==> src/rtl/mul_hilo_ctrl_pkg.sv <==
// Shared definitions for the HI/LO multiply sequencer:
// widths, timeout default, FSM states, request decode.
package mul_hilo_ctrl_pkg;

  localparam int MUL_WIDTH   = 32;
  localparam int MUL_TIMEOUT = 80;

  typedef enum logic [1:0] {
    IDLE = 2'd0,
    RUN  = 2'd1,
    GAP  = 2'd2
  } state_t;

  typedef enum logic [2:0] {
    REQ_NONE = 3'd0,
    REQ_MULT = 3'd1,
    REQ_MTHI = 3'd2,
    REQ_MTLO = 3'd3,
    REQ_MFHI = 3'd4,
    REQ_MFLO = 3'd5
  } req_t;

  // Decode is one-hot; on overlap the earliest wins.
  function automatic req_t req_pick(
    input logic mult,
    input logic mthi,
    input logic mtlo,
    input logic mfhi,
    input logic mflo
  );
    req_t r;
    r = REQ_NONE;
    if (mult)      r = REQ_MULT;
    else if (mthi) r = REQ_MTHI;
    else if (mtlo) r = REQ_MTLO;
    else if (mfhi) r = REQ_MFHI;
    else if (mflo) r = REQ_MFLO;
    return r;
  endfunction

endpackage

==> src/rtl/mul_hilo_ctrl_if.sv <==
// Run/valid handshake to the multiplier.
// master: sequencer side; slave: multiplier side.
interface mul_hilo_ctrl_if #(
  parameter int WIDTH = 32
);

  logic               mul_run;
  logic [WIDTH-1:0]   mul_multiplicand;
  logic [WIDTH-1:0]   mul_multiplier;
  logic               mul_isValid;
  logic [2*WIDTH-1:0] mul_result;

  modport master (
    output mul_run,
    output mul_multiplicand,
    output mul_multiplier,
    input  mul_isValid,
    input  mul_result
  );

  modport slave (
    input  mul_run,
    input  mul_multiplicand,
    input  mul_multiplier,
    output mul_isValid,
    output mul_result
  );

endinterface

==> src/rtl/mul_hilo_ctrl_hilo_regs.sv <==
// HI/LO register pair: product write, MT write, MF read mux.
// Ports: clk, rst_n, prod_we/prod, hi_we/lo_we/wdata, rd_hi/rd_lo/rdata.
module hilo_regs #(
  parameter int WIDTH = 32
) (
  input  logic               clk,
  input  logic               rst_n,
  input  logic               prod_we,
  input  logic [2*WIDTH-1:0] prod,
  input  logic               hi_we,
  input  logic               lo_we,
  input  logic [WIDTH-1:0]   wdata,
  input  logic               rd_hi,
  input  logic               rd_lo,
  output logic [WIDTH-1:0]   rdata
);

  logic [WIDTH-1:0] hi;
  logic [WIDTH-1:0] lo;

  // Product writes only happen in RUN and MT writes
  // only in IDLE, so they never collide.
  always_ff @(posedge clk or negedge rst_n) begin
    if (!rst_n) begin
      hi <= '0;
      lo <= '0;
    end else if (prod_we) begin
      hi <= prod[2*WIDTH-1:WIDTH];
      lo <= prod[WIDTH-1:0];
    end else begin
      if (hi_we) hi <= wdata;
      if (lo_we) lo <= wdata;
    end
  end

  always_comb begin
    rdata = '0;
    if (rd_hi)      rdata = hi;
    else if (rd_lo) rdata = lo;
  end

endmodule

==> src/rtl/mul_hilo_ctrl.sv <==
// EX-stage sequencer feeding the multiplier and owning HI/LO.
// Ports: clk, rst_n, ex_* requests/operands, mul (master), hilo_rdata, stall, busy, mul_err.
module mul_hilo_ctrl
  import mul_hilo_ctrl_pkg::*;
#(
  parameter int WIDTH   = MUL_WIDTH,
  parameter int TIMEOUT = MUL_TIMEOUT
) (
  input  logic             clk,
  input  logic             rst_n,
  input  logic             ex_mult,
  input  logic             ex_mthi,
  input  logic             ex_mtlo,
  input  logic             ex_mfhi,
  input  logic             ex_mflo,
  input  logic [WIDTH-1:0] ex_rs_val,
  input  logic [WIDTH-1:0] ex_rt_val,
  mul_hilo_ctrl_if.master  mul,
  output logic [WIDTH-1:0] hilo_rdata,
  output logic             stall,
  output logic             busy,
  output logic             mul_err
);

  localparam int CW = (TIMEOUT > 1) ? $clog2(TIMEOUT) : 1;
  localparam logic [CW-1:0] CLAST = CW'(TIMEOUT - 1);
  localparam logic [CW-1:0] CMAX  = '1;

  state_t           state;
  logic [CW-1:0]    cnt;
  logic             run;
  logic             err;
  logic [WIDTH-1:0] mcand;
  logic [WIDTH-1:0] mplier;

  req_t req;
  logic idle;
  logic any_req;
  logic prod_we;

  assign req     = req_pick(ex_mult, ex_mthi, ex_mtlo,
                            ex_mfhi, ex_mflo);
  assign idle    = (state == IDLE);
  assign busy    = !idle;
  assign any_req = ex_mult | ex_mthi | ex_mtlo
                 | ex_mfhi | ex_mflo;
  assign stall   = busy & any_req;
  assign prod_we = (state == RUN) & mul.mul_isValid;

  always_ff @(posedge clk or negedge rst_n) begin
    if (!rst_n) begin
      state  <= IDLE;
      cnt    <= '0;
      run    <= 1'b0;
      err    <= 1'b0;
      mcand  <= '0;
      mplier <= '0;
    end else begin
      unique case (state)
        IDLE: begin
          if (req == REQ_MULT) begin
            mcand  <= ex_rs_val;
            mplier <= ex_rt_val;
            err    <= 1'b0;
            cnt    <= '0;
            run    <= 1'b1;
            state  <= RUN;
          end
        end
        RUN: begin
          if (cnt != CMAX) cnt <= cnt + 1'b1;
          if (mul.mul_isValid) begin
            run   <= 1'b0;
            state <= GAP;
          end else if (cnt == CLAST) begin
            err   <= 1'b1;
            run   <= 1'b0;
            state <= GAP;
          end
        end
        GAP: begin
          // One low cycle lets the multiplier rearm.
          state <= IDLE;
        end
        default: begin
          run   <= 1'b0;
          state <= IDLE;
        end
      endcase
    end
  end

  assign mul.mul_run          = run;
  assign mul.mul_multiplicand = mcand;
  assign mul.mul_multiplier   = mplier;
  assign mul_err              = err;

  hilo_regs #(
    .WIDTH(WIDTH)
  ) u_hilo (
    .clk     (clk),
    .rst_n   (rst_n),
    .prod_we (prod_we),
    .prod    (mul.mul_result),
    .hi_we   (idle && req == REQ_MTHI),
    .lo_we   (idle && req == REQ_MTLO),
    .wdata   (ex_rs_val),
    .rd_hi   (req == REQ_MFHI),
    .rd_lo   (req == REQ_MFLO),
    .rdata   (hilo_rdata)
  );

endmodule

==> src/flat_wrapper.sv <==
// flat-port wrapper written by rule: the top's interface ports become plain ports
module mul_hilo_ctrl_flat import mul_hilo_ctrl_pkg::*;
#(
  parameter int WIDTH   = MUL_WIDTH,
  parameter int TIMEOUT = MUL_TIMEOUT
)
  (clk, rst_n, ex_mult, ex_mthi, ex_mtlo, ex_mfhi, ex_mflo, ex_rs_val, ex_rt_val, hilo_rdata, stall, busy, mul_err, mul_mul_run, mul_mul_multiplicand, mul_mul_multiplier, mul_mul_isValid, mul_mul_result);
  mul_hilo_ctrl_if #(.WIDTH(WIDTH)) mul_i ();
  input  logic clk;
  input  logic rst_n;
  input  logic ex_mult;
  input  logic ex_mthi;
  input  logic ex_mtlo;
  input  logic ex_mfhi;
  input  logic ex_mflo;
  input  logic [WIDTH-1:0] ex_rs_val;
  input  logic [WIDTH-1:0] ex_rt_val;
  output logic [WIDTH-1:0] hilo_rdata;
  output logic stall;
  output logic busy;
  output logic mul_err;
  output wire logic [$bits(mul_i.mul_run)-1:0] mul_mul_run;
  output wire logic [$bits(mul_i.mul_multiplicand)-1:0] mul_mul_multiplicand;
  output wire logic [$bits(mul_i.mul_multiplier)-1:0] mul_mul_multiplier;
  input wire logic [$bits(mul_i.mul_isValid)-1:0] mul_mul_isValid;
  input wire logic [$bits(mul_i.mul_result)-1:0] mul_mul_result;
  assign mul_mul_run = mul_i.mul_run;
  assign mul_mul_multiplicand = mul_i.mul_multiplicand;
  assign mul_mul_multiplier = mul_i.mul_multiplier;
  assign mul_i.mul_isValid = mul_mul_isValid;
  assign mul_i.mul_result = mul_mul_result;
  mul_hilo_ctrl #(.WIDTH(WIDTH), .TIMEOUT(TIMEOUT)) u_core (.clk(clk), .rst_n(rst_n), .ex_mult(ex_mult), .ex_mthi(ex_mthi), .ex_mtlo(ex_mtlo), .ex_mfhi(ex_mfhi), .ex_mflo(ex_mflo), .ex_rs_val(ex_rs_val), .ex_rt_val(ex_rt_val), .mul(mul_i), .hilo_rdata(hilo_rdata), .stall(stall), .busy(busy), .mul_err(mul_err));
endmodule
==> config.mk <==
export PLATFORM = sky130hd
export DESIGN_NAME = mul_hilo_ctrl_flat
export DESIGN_NICKNAME = d
export VERILOG_FILES = /design/src/rtl/mul_hilo_ctrl_pkg.sv /design/src/rtl/mul_hilo_ctrl_if.sv /design/src/rtl/mul_hilo_ctrl_hilo_regs.sv /design/src/rtl/mul_hilo_ctrl.sv /design/src/flat_wrapper.sv
export SDC_FILE = /design/constraint.sdc
export NUM_CORES = 1
export LEC_CHECK = 0
export CAP_MARGIN = 20
export CORE_MARGIN = 3
export CORE_UTILIZATION = 44
export CTS_CLUSTER_SIZE = 10
export DETAILED_ROUTE_END_ITERATION = 12
export GPL_TIMING_DRIVEN = 1
export PLACE_DENSITY = 0.79
export SYNTH_ARGS = -nofsm -noshare
export SYNTH_HDL_FRONTEND = slang
export SYNTH_SLANG_ARGS = --single-unit
==> constraint.sdc <==
create_clock -name clk -period 1.9 [get_ports clk]
set_input_delay 0.38 -clock clk [delete_from_list [all_inputs] [get_ports clk]]
set_output_delay 0.38 -clock clk [all_outputs]
set_load 0.02 [all_outputs]
Word-level counts from Yosys, hierarchy flattened
Index checks and enable logic that the tools add are counted.
- register bits after elaboration: 139
- bits of input ports: 136
- add/subtract/negate cells: 1
- equal/unequal tests: 14
- muxes and demuxes: 26
- bitwise operators: 7
- reductions and logical operators: 12
- operators by type and width (kind ; count):
    32-bit two-way mux ; 6
    3-bit two-way mux ; 5
    7-bit two-way mux ; 2
    7-bit case mux with 2 select lines ; 1
    2-bit inequality test (second input constant) ; 4
    7-bit by 1-bit adder with 7-bit output (second input constant) ; 1
    7-bit == test (second input constant) ; 1
    7-bit inequality test (second input constant) ; 1
    3-bit by 2-bit == test with 1-bit output (second input constant) ; 2
    3-bit == test (second input constant) ; 2
    1-bit two-way mux ; 6
    2-bit two-way mux ; 3
    3-bit AND reduction ; 2
    2-bit nonzero test ; 3
    1-bit OR ; 4
    2-bit case mux with 2 select lines ; 1
    2-bit AND reduction ; 2
    4-bit AND reduction ; 1
    3-bit by 1-bit == test with 1-bit output (second input constant) ; 1
    3-bit inequality test (second input constant) ; 1
    1-bit case mux with 3 select lines ; 1
    1-bit AND ; 2
    2-bit by 1-bit == test with 1-bit output (second input constant) ; 1
    2-bit == test (second input constant) ; 1
    5 further kinds ; 6

Logic depth before layout (Yosys ltp)
- depth in word-level cells: 9
- mapped depth: 7
- gate-level depth less buffers: 5

Hierarchy
Synthesis repeated with hierarchy kept, for this count alone.
- cells, all modules: 523
- area total of the unflattened synthesis: 6428.7 µm²
- modules (own cells, without submodules) (module ; times used ; cells each ; area an instance (µm²) ; seq. area each (µm²)):
    hilo_regs ; 1 ; 322 ; 3429.5 ; 1601.5
    mul_hilo_ctrl ; 1 ; 201 ; 2999.1 ; 1876.8

Least setup slack after synthesis
No wires, ideal clock.
- kind: input to output
- from: in ex_mult
- to: out hilo_rdata[10]
- data arrival time: 1.689 ns
- required time: 1.520 ns
- slack: -0.169 ns
- stages on the path: 5
- cells stage by stage: buf_6 > nor4_4 > clkbuf_1 > nand2_1 > mux2i_1
- longest elaborated chain between the ends: 4
- elaborated cells between the ends (all ways): 5
- those cells by class: 2 x eq/ne; 3 x mux
- ends and longest elaborated chain (element ; line ; source):
    start, declared ; flat_wrapper.sv:11 ; input logic ex_mult;
    3-bit two-way mux (*) ; mul_hilo_ctrl_pkg.sv:33 ; if (mult) r = REQ_MULT;
    3-bit == test ; mul_hilo_ctrl.sv:109 ; .rd_lo (req == REQ_MFLO),
    32-bit two-way mux ; mul_hilo_ctrl_hilo_regs.sv:39 ; else if (rd_lo) rdata = lo;
    32-bit two-way mux (*) ; mul_hilo_ctrl_hilo_regs.sv:38 ; if (rd_hi) rdata = hi;
    end, declared ; flat_wrapper.sv:18 ; output logic [WIDTH-1:0] hilo_rdata;
Mark *: on every way between the ends. The rest lies on a longest branch, timed or not.

Final worst setup path
- from: in ex_mtlo
- to: out hilo_rdata[27]
- longest elaborated chain between the ends: 6
- elaborated cells between the ends (all ways): 7
- those cells by class: 2 x eq/ne; 5 x mux
- ends and longest elaborated chain (element ; line ; source):
    start, declared ; flat_wrapper.sv:13 ; input logic ex_mtlo;
    3-bit two-way mux (*) ; mul_hilo_ctrl_pkg.sv:35 ; else if (mtlo) r = REQ_MTLO;
    3-bit two-way mux (*) ; mul_hilo_ctrl_pkg.sv:34 ; else if (mthi) r = REQ_MTHI;
    3-bit two-way mux (*) ; mul_hilo_ctrl_pkg.sv:33 ;
    3-bit == test ; mul_hilo_ctrl.sv:109 ;
    32-bit two-way mux ; mul_hilo_ctrl_hilo_regs.sv:39 ;
    32-bit two-way mux (*) ; mul_hilo_ctrl_hilo_regs.sv:38 ;
Marks and branches as above.

==> out/results.ini <==
[setup_path]
critPathLaunchType = primary input
crit_required_ns = 1.52
slowest_stage = nor4_4
endpoint_kind = primary output
crit_type = primary input to primary output
critPathBufInv = 5
arrival_ns = 1.65
critPathMaxStageDelay_ns = 0.29
cpLargestDelayFamily = buffers and inverters
cp_max_fo = 6
crit_chain = buf_8 > nor4_4 > buf_6 > buf_12 > buf_16 > nand2_4 > mux2i_2 > buf_4

[routing]
num_vias = 6149
wire_per_inst_um = 16.8
antenna_left = 0
totalWireLength_um = 20200
drc = 0
drtIter0Drc = 359
first_pass_iters = 4
avgViaCountPerCell = 5.11

[synthesis]
ys_seq_area_frac = 0.529
synth-edff-count = 0
yosysTopAreaCell = dfrtp_1
async_flop_share = 1.00
yosysWarnings = 0
netlist_instances = 757
synth_cell_type_count = 36
postSynthAreaPerCell_um2 = 8.69
postSynthNetCount = 894
synth_top_area_frac = 0.529
syn_area_mm2 = 0.00658
yosys-top-cells-area = dfrtp_1 53%, nand2_1 15%, a21oi_1 7.6%
ys_ff_latch = 139
synth_ff_type = dfrtp_1

[sta]
fmaxAchievable_mhz = 492
tightest_slew_ns = 0.519
fin_crit_ns = 2.03
final.period_utilization = 1.07
fin_hold_ws_ns = 0.418
fin_ws_ns = -0.134
setup_viol = 32
relSlewSlack = 0.652
hold_violations = 0
maxSlewViolCount = 0
rsz0062_at_grt = yes
skew_ns = 0.00480

[clock_network]
cts_made_buffers = 17
clock_sinks = 139
clk_latency_ns = 0.41
cts_htree_levels = 4
cts_buffer_depth = 2
clk_pin_slew_ns = 0.06
cts_tree = yes
cts-root-buf = clkbuf_16

[grt]
grt_util_all_layers = 0.249
grt_pass1_vias = 6193
grt_max_degree = 47
antenna_found_initial = 0
grt_overflow = 0
grt_pass1_wl_um = 31900

[floorplanning]
core-area_mm2 = 0.0146
die-area_mm2 = 0.0164
start_util = 0.451
num_rows = 44
die_w_um = 128
io_pins = 236
chipHeight_um = 128

[cells_and_area]
finalCoreUtilization = 0.723
area_growth_pct = 60.4
fill_cells = 1064
final_cell_mix = 233 x nand2_1, 195 x clkdlybuf4s50_1, 139 x dfrtp_1, 99 x a21oi_1, 68 x nor2_1
final_common_cell = nand2_1
nets = 1144
drive_gt1_frac = 0.209
num_antenna_cells = 0

[place]
io_buffer_count = 235
dp_slack_ns = -0.954
dp_hpwl_um = 13200
finalWeightedCongestion = 0.811

[flow_run]
cap_violations = 0

[power_and_ir_drop]
max-vdd-ir-drop_mv = 1.04
power_mw = 14.0
leakage_nw = 4.69
power_density_mw_per_mm2 = 1330

[run_status]
failed_checks = negative setup slack
status = finished, violations left

[min_path]
min_path_type = primary input to flop

-- sequential cells by signal (all words and copies together), names as in the netlist --
register and flops:
u_core.mul.mul_multiplier 32, u_core.mul_err 1, u_core.u_hilo.hi 32, u_core.u_hilo.lo 32
u_core.mul.mul_run 1, u_core.mul.mul_multiplicand 32, u_core.cnt 7, u_core.state 2
-- final cells by class --
class	count	area, µm²	share of cell area
inverters	5	18.8	0.00178
repair buffers	279	3010	0.285
flip-flops and latches	139	3480	0.330
clock inverters	9	135	0.0128
multi-input cells	565	3180	0.301
well taps	184	230	0.0218
clock buffers	23	498	0.0472
-- stage by stage --
stage | instances | area (µm²) | setup TNS, ns
floorplan | 757 | 6710 | 0
global placement | 1154 | 9420 | -49.06
detailed placement | 1154 | 9420 | -51.95
CTS | 1205 | 10500 | -2.92
global route | 1204 | 10500 | -4.73
finish | 1204 | 10500 | -3.22
-- where the power goes --
part           leakage (nW)  internal (mW)  switching, mW
Clock                 0.302           2.24           1.24
Combinational          2.74           2.51           2.91
Sequential             1.64           4.26          0.872
-- worst register-to-register path: cells and delay by family (launching register included) --
kind,cells,cell delay (ns)
compound gates,2,0.37
buf+inv,1,0.25
simple gates,2,0.66
flops,1,0.45
-- cell usage after synthesis, drive strengths merged (2+ instances only) --
master / count
nand2: 260
dfrtp: 139
a21oi: 131
nor2: 71
mux2i: 34
nor2b: 32
buf: 26
clkbuf: 22
o21ai: 8
nand3: 7
inv: 5
a31oi: 2
and2: 2
nand2b: 2
or2: 2
-- cell families after synthesis --
kind of cell               after synthesis  synth area share
xor gates and xnor gates                 1           0.00133
buffers and inverters                   53            0.0415
AOI/OAI and AO/OA                      145             0.133
and+or+nand+nor                        384             0.242
DFF                                    139             0.529
adders and majority gates                1           0.00190
muxes                                   34            0.0518
-- repair_timing --
item / 4_1_cts / 5_1_grt
pin swaps: 18 / 6
cloned: 8 / 1
setup endpoints to repair: 38 / 34
buffers inserted: 10 / 1
gates resized for setup: 245 / 15
endpoints found under the hold margin: 43 / 0
hold buffers: 1 / 0
-- layer usage --
layer,up-vias,share of wire,track usage
met5,-,0,0
met4,0,0.024,0.0899
met3,39,0.088,0.0788
met1,2911,0.42,0.318
li1,2969,-,-
met2,230,0.47,0.398
-- final timing paths --
kind	startpoint	endpoint	slack [ns]	cells past startpoint
setup / recovery	ex_mtlo	hilo_rdata[27]	-0.13	8
hold / removal	ex_mtlo	u_core.u_hilo.lo[31]	0.42	4
setup reg to reg	u_core.state[0]	u_core.u_hilo.lo[1]	0.09	5
hold reg to reg	u_core.mul.mul_multiplicand[11]	u_core.mul.mul_multiplicand[11]	0.47	2
max in group asynchronous	rst_n	u_core.u_hilo.lo[6]	0.85	3
min in group asynchronous	rst_n	u_core.mul.mul_multiplier[7]	0.45	2
(Power assumes the default switching activity.)
